`src/rtl/run_det_arb.sv`:
```
// Shared run-of-ones detector time-multiplexed across N_CH serial requesters.
// A round-robin arbiter picks one channel per cycle; that channel's run context is updated and its result is reported one cycle later.
module run_det_arb #(
  parameter int unsigned N_CH    = 4,
  parameter int unsigned CH_W    = 2,
  parameter int unsigned RUN_LEN = 2,
  parameter int unsigned CNT_W   = 2
) (
  input  logic            clk,
  input  logic            rst_n,
  input  logic            clr_i,
  input  logic [N_CH-1:0] req_i,
  input  logic [N_CH-1:0] bit_i,
  output logic [N_CH-1:0] gnt_o,
  output logic            z_vld_o,
  output logic [CH_W-1:0] z_ch_o,
  output logic            z_o,
  output logic [N_CH-1:0] det_o
);

  logic [CH_W-1:0]  ptr_q, ptr_d;
  logic [CNT_W-1:0] cnt_q [N_CH];
  logic [CNT_W-1:0] cnt_d [N_CH];
  logic [N_CH-1:0]  det_q, det_d;
  logic             z_vld_q, z_vld_d;
  logic [CH_W-1:0]  z_ch_q, z_ch_d;
  logic             z_q, z_d;

  logic [N_CH-1:0]  gnt_c;
  logic             gnt_any;
  logic [CH_W-1:0]  gnt_idx;
  int unsigned      idx;
  logic [CNT_W-1:0] new_cnt;
  logic             new_det;

  // Round-robin search starting at the pointer; clear and reset suppress grants.
  always_comb begin
    gnt_c   = '0;
    gnt_any = 1'b0;
    gnt_idx = '0;
    idx     = 0;
    if (rst_n && !clr_i) begin
      for (int unsigned i = 0; i < N_CH; i++) begin
        idx = 32'(ptr_q) + i;
        if (idx >= N_CH) idx = idx - N_CH;
        if (!gnt_any && req_i[CH_W'(idx)]) begin
          gnt_any = 1'b1;
          gnt_idx = CH_W'(idx);
        end
      end
      if (gnt_any) gnt_c[gnt_idx] = 1'b1;
    end
  end

  // Context, pointer and result next-state.
  always_comb begin
    ptr_d   = ptr_q;
    cnt_d   = cnt_q;
    det_d   = det_q;
    z_vld_d = 1'b0;
    z_ch_d  = z_ch_q;
    z_d     = z_q;
    new_cnt = '0;
    new_det = 1'b0;
    if (clr_i) begin
      ptr_d = '0;
      for (int unsigned k = 0; k < N_CH; k++) cnt_d[k] = '0;
      det_d  = '0;
      z_ch_d = '0;
      z_d    = 1'b0;
    end else if (gnt_any) begin
      if (bit_i[gnt_idx]) begin
        new_cnt = (cnt_q[gnt_idx] >= CNT_W'(RUN_LEN)) ? CNT_W'(RUN_LEN)
                                                      : cnt_q[gnt_idx] + CNT_W'(1);
      end
      new_det         = (new_cnt == CNT_W'(RUN_LEN));
      cnt_d[gnt_idx]  = new_cnt;
      det_d[gnt_idx]  = new_det;
      z_vld_d         = 1'b1;
      z_ch_d          = gnt_idx;
      z_d             = new_det;
      ptr_d           = (gnt_idx == CH_W'(N_CH - 1)) ? '0 : gnt_idx + CH_W'(1);
    end
  end

  always_ff @(posedge clk or negedge rst_n) begin
    if (!rst_n) begin
      ptr_q <= '0;
      for (int unsigned k = 0; k < N_CH; k++) cnt_q[k] <= '0;
      det_q   <= '0;
      z_vld_q <= 1'b0;
      z_ch_q  <= '0;
      z_q     <= 1'b0;
    end else begin
      ptr_q   <= ptr_d;
      cnt_q   <= cnt_d;
      det_q   <= det_d;
      z_vld_q <= z_vld_d;
      z_ch_q  <= z_ch_d;
      z_q     <= z_d;
    end
  end

  assign gnt_o   = gnt_c;
  assign z_vld_o = z_vld_q;
  assign z_ch_o  = z_ch_q;
  assign z_o     = z_q;
  assign det_o   = det_q;

endmodule

```
`config.mk`:
```
export PLATFORM = sky130hd
export DESIGN_NAME = run_det_arb
export DESIGN_NICKNAME = d
export VERILOG_FILES = /design/src/rtl/run_det_arb.sv
export SDC_FILE = /design/constraint.sdc
export NUM_CORES = 1
export LEC_CHECK = 0
export ABC_AREA = 1
export CORE_MARGIN = 3
export CORE_UTILIZATION = 47
export CTS_CLUSTER_SIZE = 14
export DETAILED_ROUTE_END_ITERATION = 10
export HOLD_SLACK_MARGIN = 0.12
export PLACE_DENSITY = 0.83
export SYNTH_ARGS = -nofsm -noshare
export SYNTH_HDL_FRONTEND = slang
export SYNTH_SLANG_ARGS = --single-unit
```
`constraint.sdc`:
```
create_clock -name clk -period 1.78 [get_ports clk]
set_input_delay 0.178 -clock clk [delete_from_list [all_inputs] [get_ports clk]]
set_output_delay 0.178 -clock clk [all_outputs]
set_load 0.02 [all_outputs]
```
# After elaboration in Yosys (flattened, before gate mapping)
# Index checks and enable logic that the tools add are counted.
[totals]
reg_bits = 18
out_inout_bits = 12
[op_classes]
addsub = 9
order_cmp = 15
eq_ne = 2
n_mux = 63
bitwise = 1
n_reduce_logical = 12
[op_table]
columns = ["cell", "n"]
rows = [
  ["2-bit 2-to-1 mux", 26],
  ["1-bit 2-to-1 mux", 20],
  ["2-bit by 3-bit < comparator with 1-bit output (second input constant)", 6],
  ["4-bit 2-to-1 mux", 4],
  ["8-bit 2-to-1 mux", 2],
  ["3-bit greater-or-equal comparator (second input constant)", 4],
  ["1-bit binary-select mux with 2-bit select", 5],
  ["8-bit bitwise mux", 1],
  ["2-bit by 1-bit subtractor with 2-bit output (second input constant)", 4],
  ["1-bit logical AND", 7],
  ["2-bit by 2-bit adder with 3-bit output (second input constant)", 2],
  ["2-bit by 1-bit adder with 2-bit output (second input constant)", 2],
  ["2-bit binary-select mux with 2-bit select", 1],
  ["4-bit bitwise mux", 1],
  ["1-bit demux with 2-bit select", 2],
  ["2-bit demux with 2-bit select", 1],
  ["2-bit == test (second input constant)", 2],
  ["2-bit by 1-bit greater-or-equal comparator with 1-bit output (second input constant)", 2],
  ["1-bit zero test", 4],
  ["2-bit by 1-bit adder with 3-bit output (second input constant)", 1],
  ["2-bit by 3-bit greater-or-equal comparator with 1-bit output (second input constant)", 1],
  ["3-bit by 1-bit < comparator with 1-bit output (second input constant)", 1],
  ["2-bit NOT with 3-bit output", 1],
  ["2-bit greater-or-equal comparator (second input constant)", 1],
  ["2-bit nonzero test", 1],
]

# Depth between registers and ports, before layout
# Gate-level depths: netlist of run 1.
[depth]
ltp_word = 33
depth_mapped = 18

# Least setup slack after synthesis of run 1
# OpenSTA, ideal clock, no wires.
[synth_path]
path_type = "reg2reg"
from = "register ptr_q[0]"
to = "register det_q[3] (netlist: det_o[3])"
setup_ns = 0.117
arrival_time_ns = 1.834
required_time_ns = 1.663
setup_slack_ns = -0.171
stages_incl_launch_ff = 17
synth_period_minus_slack_ns = 1.951
path_cell_list = "dfrtp_1 buf_6 inv_6 nand2_1 nand3_1 nand2_2 nor2_4 nand3_1 nand3_2 nand3_2 inv_2 ha_1 inv_1 nor2_1 nor2_1 nand2_1 nand2_1"
[synth_between]
elab_chain_len = 33
[synth_lines]
columns = ["element", "line", "rtl"]
rows = [
  ["start, declared", "21", "logic [CH_W-1:0] ptr_q, ptr_d;"],
  ["start signal, assigned", "95", "ptr_q <= ptr_d;"],
  ["2-bit by 3-bit greater-or-equal comparator with 1-bit output or 2-bit by 1-bit subtractor with 2-bit output (tied branches)", "45", "if (idx >= N_CH) idx = idx - N_CH;"],
  ["2-bit 2-to-1 mux", "45", ""],
  ["2-bit 2-to-1 mux", "42", "if (rst_n && !clr_i) begin"],
  ["1-bit binary-select mux with 2-bit select", "46", "if (!gnt_any && req_i[CH_W'(idx)]) begin"],
  ["1-bit 2-to-1 mux (implied by the code)", "46", ""],
  ["1-bit 2-to-1 mux", "46", ""],
  ["1-bit 2-to-1 mux", "42", ""],
  ["1-bit zero test", "46", ""],
  ["[... 17 more ...]", "-", ""],
  ["2-bit 2-to-1 mux", "73", "new_cnt = (cnt_q[gnt_idx] >= CNT_W'(RUN_LEN)) ? CNT_W'(RUN_LEN)"],
  ["2-bit 2-to-1 mux", "72", "if (bit_i[gnt_idx]) begin"],
  ["2-bit 2-to-1 mux", "71", "end else if (gnt_any) begin"],
  ["2-bit 2-to-1 mux", "65", "if (clr_i) begin"],
  ["2-bit == test", "76", "new_det = (new_cnt == CNT_W'(RUN_LEN));"],
  ["4-bit bitwise mux", "78", "det_d[gnt_idx] = new_det;"],
  ["4-bit 2-to-1 mux", "71", ""],
  ["4-bit 2-to-1 mux", "65", ""],
  ["end signal, assigned", "97", "det_q <= det_d;"],
  ["end, declared", "24", "logic [N_CH-1:0] det_q, det_d;"],
]
# Several ways; a longest one is shown, not always the timed one. The select of a mux whose other input is x is not followed.
# A chain may end at the register's enable or synchronous reset.

# Worst setup path after layout of run 1
[layout_path]
from = "register ptr_q[0]"
to = "register cnt_q[7] (netlist name)"
[layout_between]
elab_chain_len = 32
[layout_lines]
columns = ["element", "line", "rtl"]
rows = [
  ["2-bit by 3-bit greater-or-equal comparator with 1-bit output or 2-bit by 1-bit subtractor with 2-bit output (tied branches)", "45", ""],
  ["2-bit 2-to-1 mux", "45", ""],
  ["2-bit 2-to-1 mux", "42", ""],
  ["1-bit binary-select mux with 2-bit select", "46", ""],
  ["1-bit 2-to-1 mux (implied by the code)", "46", ""],
  ["1-bit 2-to-1 mux", "46", ""],
  ["1-bit 2-to-1 mux", "42", ""],
  ["1-bit zero test", "46", ""],
  ["[... 16 more ...]", "-", ""],
  ["2-bit by 1-bit adder with 2-bit output or 2-bit greater-or-equal comparator (tied branches)", "74, 73", ""],
  ["2-bit 2-to-1 mux", "73", ""],
  ["2-bit 2-to-1 mux", "72", ""],
  ["2-bit 2-to-1 mux", "71", ""],
  ["2-bit 2-to-1 mux", "65", ""],
  ["8-bit bitwise mux", "77", "cnt_d[gnt_idx] = new_cnt;"],
  ["8-bit 2-to-1 mux", "71", ""],
  ["8-bit 2-to-1 mux", "65", ""],
  ["end signal, assigned", "96", "cnt_q <= cnt_d;"],
  ["end, declared", "22", "logic [CNT_W-1:0] cnt_q [N_CH];"],
]
# Several ways; a longest one is shown, not always the timed one. The select of a mux whose other input is x is not followed.

==> results of run 1 <==
==> final cells by class <==
cell class              count  area (um^2)  share of cell area
multi-input cells         137          996               0.463
repair buffers             54          529               0.246
flip-flops and latches     18          452               0.210
inverters                  20         95.1              0.0442
well taps                  30         37.5              0.0174
clock buffers               4         36.3              0.0169
repair inverters            1         6.26             0.00291
==> synthesized netlist by cell type <==
master	n
nand2_8	1
buf_6	1
nand3_2	10
ha_1	4
nand2_2	8
a21oi_1	1
nand3_1	11
nor2_1	16
inv_6	1
nor2_8	1
nand2_1	75
nand2_4	3
o21ai_0	3
dfrtp_1	18
buf_12	1
o21ai_2	1
inv_1	13
nor2_4	3
inv_4	1
inv_2	5
==> routing by layer <==
metal / up-vias / GRT usage
li1: 667 / -
met1: 724 / 0.287
met2: 84 / 0.467
met3: 26 / 0.0285
met4: 0 / 0.142
met5: - / 0
==> power by group <==
group | total, uW | leakage, uW | switching (uW) | internal, uW
logic | 1970 | 0.000811 | 1160 | 813
registers | 513 | 0.000246 | 49.5 | 464
clock network | 270 | 0.0000210 | 145 | 125
total | 2750 | 0.00108 | 1350 | 1400
==> critical path: stages, from the launching register on <==
cell and delay, ns:
dfrtp_2 0.48, buf_12 0.16, inv_8 0.08, nand2_1 0.07, nand2_2 0.10, nand2_1 0.09
nand2_2 0.09, nand2_2 0.08, nand2_2 0.08, nand2_2 0.07, nand2_4 0.11, inv_4 0.06
nand2_8 0.05, buf_6 0.13, ha_2 0.19, inv_1 0.05, nor2_2 0.12, nor2_2 0.08
nand2_1 0.08, nand2_1 0.06
==> logic make-up after synthesis <==
group | after synthesis
compound gates | 5
flops | 18
simple gates | 128
fa+ha+maj | 4
buf+inv | 22
==> timing repair <==
item,4_1_cts,5_1_grt
resized for setup,46,41
hold buffers,0,0
pin swaps,21,24
endpoints found under the hold margin,0,0
cloned,2,0
endpoints found under the setup margin,19,21
buffers inserted,4,6
==> registers in the layout, summed over array words and instances, names as in the netlist <==
| signal | cells |
|---|---|
| cnt_q | 8 |
| det_o | 4 |
| ptr_q | 2 |
| z_ch_o | 2 |
| z_o | 1 |
| z_vld_o | 1 |
==> per-stage QoR <==
step / setup TNS [ns] / instance area [um^2]
3_5_place_dp: -9.62 / 1770
5_1_grt: -11.37 / 2150
4_1_cts: -7.02 / 1940
2_1_floorplan: -0.743 / 1380
6_report: -9.80 / 2150
3_3_place_gp: -6.93 / 1770
==> worst paths after layout <==
kind	start	endpoint	slack, ns	cells after the start
max in group asynchronous	rst_n	ptr_q[0]	1.33	2
min in group clk	det_o[2]	det_o[2]	0.49	2
max reg2reg	ptr_q[0]	cnt_q[7]	-0.55	19
max	ptr_q[0]	cnt_q[7]	-0.55	19
min	rst_n	det_o[3]	0.22	2
min reg2reg	det_o[2]	det_o[2]	0.49	2
==> impl_metrics.tcl, run 1 <==
set metrics [dict create \
    finalCritPeriodShare 1.31 \
    ys_warn_count 0 \
    ir_drop_mv 0.959 \
    n_fill_cell 137 \
    hold_path_class "input port to async pin" \
    postSynthRegisterBits 18 \
    p_leak_uw 0.00108 \
    clock_latency_ns 0.31 \
    synth.distinct_cells 20 \
    drive_gt1_frac 0.534 \
    power.total_uw 2750 \
    synthCells 177 \
    setup_viol 21 \
    vias 1501 \
    n_antenna_cell 0 \
    via_per_inst 5.69 \
    drc 0 \
    track_usage 0.256 \
    tightest_slew_ns 0.248 \
    power_density_nw_per_um2 1280 \
    cap_viol_max_count 0 \
    dp.cells 248 \
    synth_compound_area_frac 0.0222 \
    fmaxAchievable_ghz 0.429 \
    grt_pass1_wl_mm 6.67 \
    fp.dieH_um 58.5 \
    outcome "complete, but fails checks" \
    cts_sinks 18 \
    skew_ns 0.0116 \
    grt_max_degree 19 \
    cts_buffers 3 \
    cp.arrival_ns 2.53 \
    synth_top_area_frac 0.347 \
    seq_area_frac_synth 0.347 \
    final_max_slew_viol_count 0 \
    die_x_um 58.5 \
    met3_length_um 257 \
    fin_hold_ws_ns 0.223 \
    crit_required_ns 1.98 \
    crit_fanout 6 \
    synth_nets 192 \
    antenna_found_initial 0 \
    pre_cts_ws_ns -0.647 \
    clk_pin_slew_ns 0.12 \
    wl_mm 4.89 \
    synth_fa_ha_area_frac 0.0386 \
    wl_met1_mm 1.96 \
    cts_root_buffer "clkbuf_4" \
    core_um2 2540 \
    synth_top_family_by_area "simple AND/OR/NAND/NOR gates" \
    final_util 0.846 \
    netlist_area_um2 1300 \
    slew_headroom 0.835 \
    avgSynthCellArea_um2 7.33 \
    worst_setup_path_end_kind "flop" \
    ios 23 \
    globalplace.congestion 0.870 \
    io_buffers 22 \
    rsz0062_at_grt "true" \
    dpl.hpwl_mm 2.55 \
    rows 18 \
    dr_wl_met2_mm 2.44 \
    cts-htree-levels 1 \
    die_area_um2 3430 \
    setup_slack_ns -0.549 \
    synth_top_area_cell "dfrtp_1" \
    ant_nets 0 \
    synth.area.top_cells "dfrtp_1, nand2_1, nand3_2, nor2_1, nand3_1" \
    gr-total-overflow 0 \
    synth_xor_area_frac 0 \
    violations "setup timing" \
    cts_buffer_depth 2 \
    highest_layer "met4" \
    stdcell_count 264 \
    startpoint_type "flop" \
    start_util 0.510 \
    cts_tree "yes" \
    layout_commonest_cell "nand2_1" \
    worstSetupPathType "flop to flop" \
    drtIter0Drc 59 \
    muxShareOfSynthArea 0 \
    grt_pass1_vias 1501 \
    final_nets 250 \
    firstDrtPassIters 4 \
    layout_common_cells "nand2_1, buf_4, nand2_2" \
    routedWlPerCell_um 18.5 \
    min_period_ns 2.33 \
    area_growth_pct 65.9 \
    hold_viol 0 \
    synth-simple-area-share 0.504 \
]
(Power assumes the default switching activity.)
==> run 2: changes to the inputs <==
--- a/config.mk
+++ b/config.mk
@@ -7,11 +7,12 @@
 export LEC_CHECK = 0
 export ABC_AREA = 1
 export CORE_MARGIN = 3
-export CORE_UTILIZATION = 47
+export CORE_UTILIZATION = 49
+export CTS_BUF_LIST = sky130_fd_sc_hd__clkbuf_8
 export CTS_CLUSTER_SIZE = 14
 export DETAILED_ROUTE_END_ITERATION = 10
 export HOLD_SLACK_MARGIN = 0.12
-export PLACE_DENSITY = 0.83
+export PLACE_DENSITY = 0.86
 export SYNTH_ARGS = -nofsm -noshare
 export SYNTH_HDL_FRONTEND = slang
 export SYNTH_SLANG_ARGS = --single-unit
==> run 2 against run 1 <==
  * The run still ends with setup timing left
  * Sequential share of layout area grew 0.46 points
  * Clock-buffer cell count is the same
  * Core utilization shrank 0.33 points
  * First-iteration DRC count grew 110%
  * Setup slack lost 0.050 ns
  * Critical endpoint is now det_o[2]
==> impl_metrics.tcl, run 2 (synthesis results as in run 1) <==
set metrics [dict create \
    skew_ns 0.00968 \
    netSwitchingPower_uw 1310 \
    setup_viol 21 \
    ctsHoldBuffers 0 \
    firstDrtPassIters 5 \
    crit_required_ns 1.96 \
    globalplace.congestion 0.847 \
    io_buffers 22 \
    power_density_nw_per_um2 1280 \
    vias 1475 \
    layout_commonest_cell "nand2_1" \
    n_fill_cell 129 \
    ios 23 \
    cpPeakStageDelay_ns 0.42 \
    drive_gt1_frac 0.485 \
    fmaxAchievable_ghz 0.420 \
    cts_sinks 18 \
    crit_fanout 6 \
    cp.arrival_ns 2.56 \
    comb_power_share 0.685 \
    multiInputGateArea_um2 980 \
    fp.dieH_um 57.5 \
    largest_reg_flops 8 \
    p_leak_uw 0.00105 \
    regMostFlops "cnt_q" \
    layout_common_cells "nand2_1, buf_4, clkdlybuf4s50_1" \
    grt_pass1_vias 1322 \
    register_area_um2 452 \
    die_area_um2 3300 \
    r2r_start "ptr_q[0]" \
    finalCritPeriodShare 1.34 \
    reg2reg_depth 18 \
    worstReg2RegEnd "det_o[2]" \
    switching_share 0.485 \
    path_depth 18 \
    fin_hold_ws_ns 0.294 \
    wl_mm 4.72 \
    setup_slack_ns -0.598 \
    outcome "complete, but fails checks" \
    pwr-share-clk 0.127 \
    ant_nets 0 \
    p_int_uw 1390 \
    clock_latency_ns 0.26 \
    grt_max_degree 19 \
    start_util 0.519 \
    startpoint_type "flop" \
    track_usage 0.229 \
    dp.cells 248 \
    stdcell_count 259 \
    slew_headroom 0.845 \
    final_nets 245 \
    crit_path_frequent_cell "nand2_1" \
    final_max_slew_viol_count 0 \
    rows 18 \
    via_per_inst 5.69 \
    startpoint "ptr_q[0]" \
    slowest_stage "dfrtp_2" \
    endpoint "det_o[2]" \
    cts-htree-levels 1 \
    violations "setup timing" \
    cp_cell_sequence "buf_12 > clkinv_8 > nand2_1 > nand2_2 > nand2_1 > nand2_1 > nand2_2 > nand2_1 > nand2_2 > nand2_4 > nor2_4 > buf_6 > nand2_2 > nand3_4 > nand2_4 > nor2_8 > nand3_2 > nand2_1" \
    worst_setup_path_end_kind "flop" \
    die_x_um 57.5 \
    area_growth_pct 62.3 \
    antenna_found_initial 0 \
    core_um2 2500 \
    ir_drop_mv 0.950 \
    hold_path_class "input port to async pin" \
    rsz0062_at_grt "true" \
    cp_top_family "simple AND/OR/NAND/NOR gates" \
    cap_viol_max_count 0 \
    routedWlPerCell_um 18.2 \
    hold_viol 0 \
    cts_tree "yes" \
    cts_buffer_depth 2 \
    grt_pass1_wl_mm 5.84 \
    cts_root_buffer "clkbuf_8" \
    clk_pin_slew_ns 0.08 \
    dpl.hpwl_mm 2.55 \
    gr-total-overflow 0 \
    min_period_ns 2.38 \
    seqPwrFrac 0.187 \
    tightest_slew_ns 0.233 \
    drtIter0Drc 123 \
    r2r_setup_slack_ns -0.60 \
    critPathBufInv 3 \
    worstSetupPathType "flop to flop" \
    cts_buffers 3 \
    n_antenna_cell 0 \
    drc 0 \
]
## run 2: cell types whose count changed in the layout (fill, tap and decap cells not counted), sizes merged
cell    delta
inv        -1
clkbuf     +1
clkinv     +1
buf        -6
## run 2: repair_timing
action	4_1_cts	5_1_grt
setup buffers	1	4
resized for setup	30	47
endpoints found under the setup margin	18	21
pin swaps	3	21
cloned	0	2
## run 2: per-stage QoR
| step | util | setup WS [ns] | setup TNS [ns] | power [uW] | cell area (um^2) |
|---|---|---|---|---|---|
| 2_1_floorplan | - | -0.0768 | -0.743 | 1390 | 1380 |
| 3_3_place_gp | 0.709 | -0.514 | -6.95 | 1780 | 1770 |
| 3_5_place_dp | 0.709 | -0.647 | -9.59 | 1830 | 1770 |
| 4_1_cts | 0.743 | -0.361 | -5.57 | 2250 | 1860 |
| 5_1_grt | 0.842 | -0.679 | -10.87 | 2820 | 2110 |
| 6_report | 0.842 | -0.598 | -9.24 | 2700 | 2110 |
## run 2: area by class of cell
| type | instances | area share |
|---|---|---|
| clock buffers | 4 | 0.0261 |
| inverters | 20 | 0.0475 |
| multi-input cells | 137 | 0.465 |
| flip-flops and latches | 18 | 0.214 |
| well taps | 30 | 0.0178 |
| repair buffers | 49 | 0.225 |
| repair inverters | 1 | 0.00416 |
## run 2: per-layer routing
metal	up-vias	GRT usage	wire [um]
met4	0	0.0861	145
met2	90	0.387	2440
met1	713	0.293	1790
met3	24	0.0339	334
met5	-	0	0
li1	648	-	-
## run 2: how the worst min path moves through the flow
stage,startpoint,depth (start not counted),slack (ns),endpoint
after global routing,rst_n,2,0.30,z_vld_o
after floorplan,rst_n,0,-0.12,cnt_q[0]
after CTS,rst_n,2,0.30,z_vld_o
after global placement,cnt_q[1],2,0.45,cnt_q[1]
after detailed placement,det_o[1],2,0.46,det_o[1]
final,rst_n,2,0.29,z_vld_o
## run 2: power groups by stage
stage,registers [uW],clock network (uW),logic [uW]
after floorplan,531,0,861
after global placement,498,0,1280
after detailed placement,502,0,1330
after CTS,495,346,1410
after global routing,512,364,1940
final,506,344,1850
==> run 3: changes to the inputs <==
--- a/config.mk
+++ b/config.mk
@@ -6,6 +6,8 @@
 export NUM_CORES = 1
 export LEC_CHECK = 0
 export ABC_AREA = 1
+export CAP_MARGIN = 40
+export CORE_ASPECT_RATIO = 1.75
 export CORE_MARGIN = 3
 export CORE_UTILIZATION = 49
 export CTS_BUF_LIST = sky130_fd_sc_hd__clkbuf_8
==> run 3 against run 2 <==
  * The flow still finishes with violations (setup timing)
  * Die area up 0.73%
  * Maximum frequency up 7.6%
  * Sequential share of layout area down 0.70 points
  * Sequential power up 1%
  * Critical path depth unchanged
  * Final cell count up 0.39%
  * Core utilization up 2.3 points
  * Routed wire length down 11%
  * Via count down 4.9%
  * Sequential cell count unchanged
  * Critical path type unchanged
  * Largest cell class unchanged
  * Largest power group unchanged
==> impl_metrics.tcl, run 3 (synthesis results as in run 1) <==
set metrics [dict create \
    outcome "complete, but fails checks" \
    violations "setup timing" \
    final_nets 250 \
    fmaxAchievable_ghz 0.452 \
    via_per_inst 5.40 \
    rsz0062_at_grt "true" \
    start_util 0.514 \
    wl_mm 4.20 \
    cts_root_buffer "clkbuf_8" \
    drc 0 \
    tightest_slew_ns 0.235 \
    cpPeakStageDelay_ns 0.39 \
    clock_latency_ns 0.26 \
    layout_commonest_cell "nand2_1" \
    ios 23 \
    fp.dieH_um 74.1 \
    gr-total-overflow 0 \
    clk_pin_slew_ns 0.07 \
    dpl.hpwl_mm 2.55 \
    power_density_nw_per_um2 1240 \
    layout_common_cells "nand2_1, buf_4, nand2_2" \
    setup_slack_ns -0.431 \
    track_usage 0.245 \
    finalCritPeriodShare 1.24 \
    drive_gt1_frac 0.538 \
    final_max_slew_viol_count 0 \
    drtIter0Drc 33 \
    n_antenna_cell 0 \
    rows 24 \
    cts-htree-levels 1 \
    worstSetupPathType "flop to flop" \
    dp.cells 243 \
    die_area_um2 3330 \
    skew_ns 0.00282 \
    startpoint "ptr_q[0]" \
    die_x_um 44.9 \
    cap_viol_max_count 0 \
    cts_buffer_depth 2 \
    core_um2 2520 \
    grt_pass1_wl_mm 5.96 \
    hold_viol 0 \
    cts_tree "yes" \
    r2r_setup_slack_ns -0.43 \
    startpoint_type "flop" \
    min_period_ns 2.21 \
    ir_drop_mv 0.832 \
    pre_cts_ws_ns -0.591 \
    area_growth_pct 68.3 \
    crit_fanout 6 \
    grt_max_degree 19 \
    worst_setup_path_end_kind "flop" \
    antenna_found_initial 0 \
    p_leak_uw 0.00108 \
    routedWlPerCell_um 16.2 \
    io_buffers 22 \
    setup_viol 19 \
    cp_top_family "simple AND/OR/NAND/NOR gates" \
    cp_cell_sequence "buf_12 > clkinv_8 > nand2_1 > nand2_2 > nand2_2 > nand2_2 > nor2_4 > nand3_2 > nand3_2 > buf_6 > nand3_4 > inv_4 > ha_4 > inv_2 > nor2_4 > nor2_4 > nand2_1 > nand2_1" \
    globalplace.congestion 0.866 \
    cts_sinks 18 \
    vias 1403 \
    regMostFlops "cnt_q" \
    ant_nets 0 \
    firstDrtPassIters 4 \
    stdcell_count 260 \
    r2r_start "ptr_q[0]" \
    reg2reg_depth 18 \
    cp.arrival_ns 2.36 \
    cts_buffers 3 \
    crit_required_ns 1.93 \
    grt_pass1_vias 1378 \
    slew_headroom 0.844 \
    hold_path_class "input port to async pin" \
    largest_reg_flops 8 \
    tns_ns -6.68 \
    slowest_stage "dfrtp_2" \
    critPathBufInv 5 \
    worstReg2RegEnd "det_o[3]" \
]
## run 3: where the power goes
part | leakage [uW] | internal [uW] | total (uW) | switching, uW
Clock | 0.0000288 | 197 | 342 | 145
Sequential | 0.000244 | 465 | 511 | 45.9
Combinational | 0.000811 | 773 | 1860 | 1080
Total | 0.00108 | 1440 | 2710 | 1270
## run 3: cell type report
| class | instances | area [um^2] |
|---|---|---|
| timing repair inverter | 1 | 6.26 |
| fill | 111 | 339 |
| timing repair buffer | 54 | 526 |
| multi-input combinational | 137 | 1010 |
| inverter | 20 | 100 |
| tap | 26 | 32.5 |
| sequential | 18 | 453 |
| clock buffer | 4 | 55.1 |
## run 3: worst max path at each step
stage / endpoint / slack [ns] / cells past startpoint
floorplan: cnt_q[3] / -0.08 / 16
global placement: gnt_o[3] / -0.50 / 11
detailed placement: gnt_o[0] / -0.59 / 9
CTS: cnt_q[1] / -0.32 / 17
global route: det_o[1] / -0.58 / 17
finish: det_o[3] / -0.43 / 18
## run 3: what timing repair did
item	in CTS	in global routing
hold buffers	0	0
cloned	1	0
setup buffers	5	7
pin swaps	12	5
resized for setup	52	45
endpoints found under the setup margin	21	21
## run 3: through the flow
step | util | hold WS, ns | power [uW] | instance area (um^2)
after floorplan | - | -0.118 | 1390 | 1380
after global placement | 0.692 | 0.451 | 1740 | 1750
after detailed placement | 0.692 | 0.467 | 1790 | 1750
after CTS | 0.775 | 0.326 | 2350 | 1960
after global routing | 0.866 | 0.349 | 2850 | 2180
final | 0.866 | 0.313 | 2710 | 2180
## run 3: routing by layer
layer  GRT usage  vias to the layer above  share of wire
li1            -                      656              -
met1       0.224                      663           0.32
met2       0.461                       60           0.57
met3      0.0412                       24          0.041
met4       0.176                        0          0.069
met5           0                        -              0
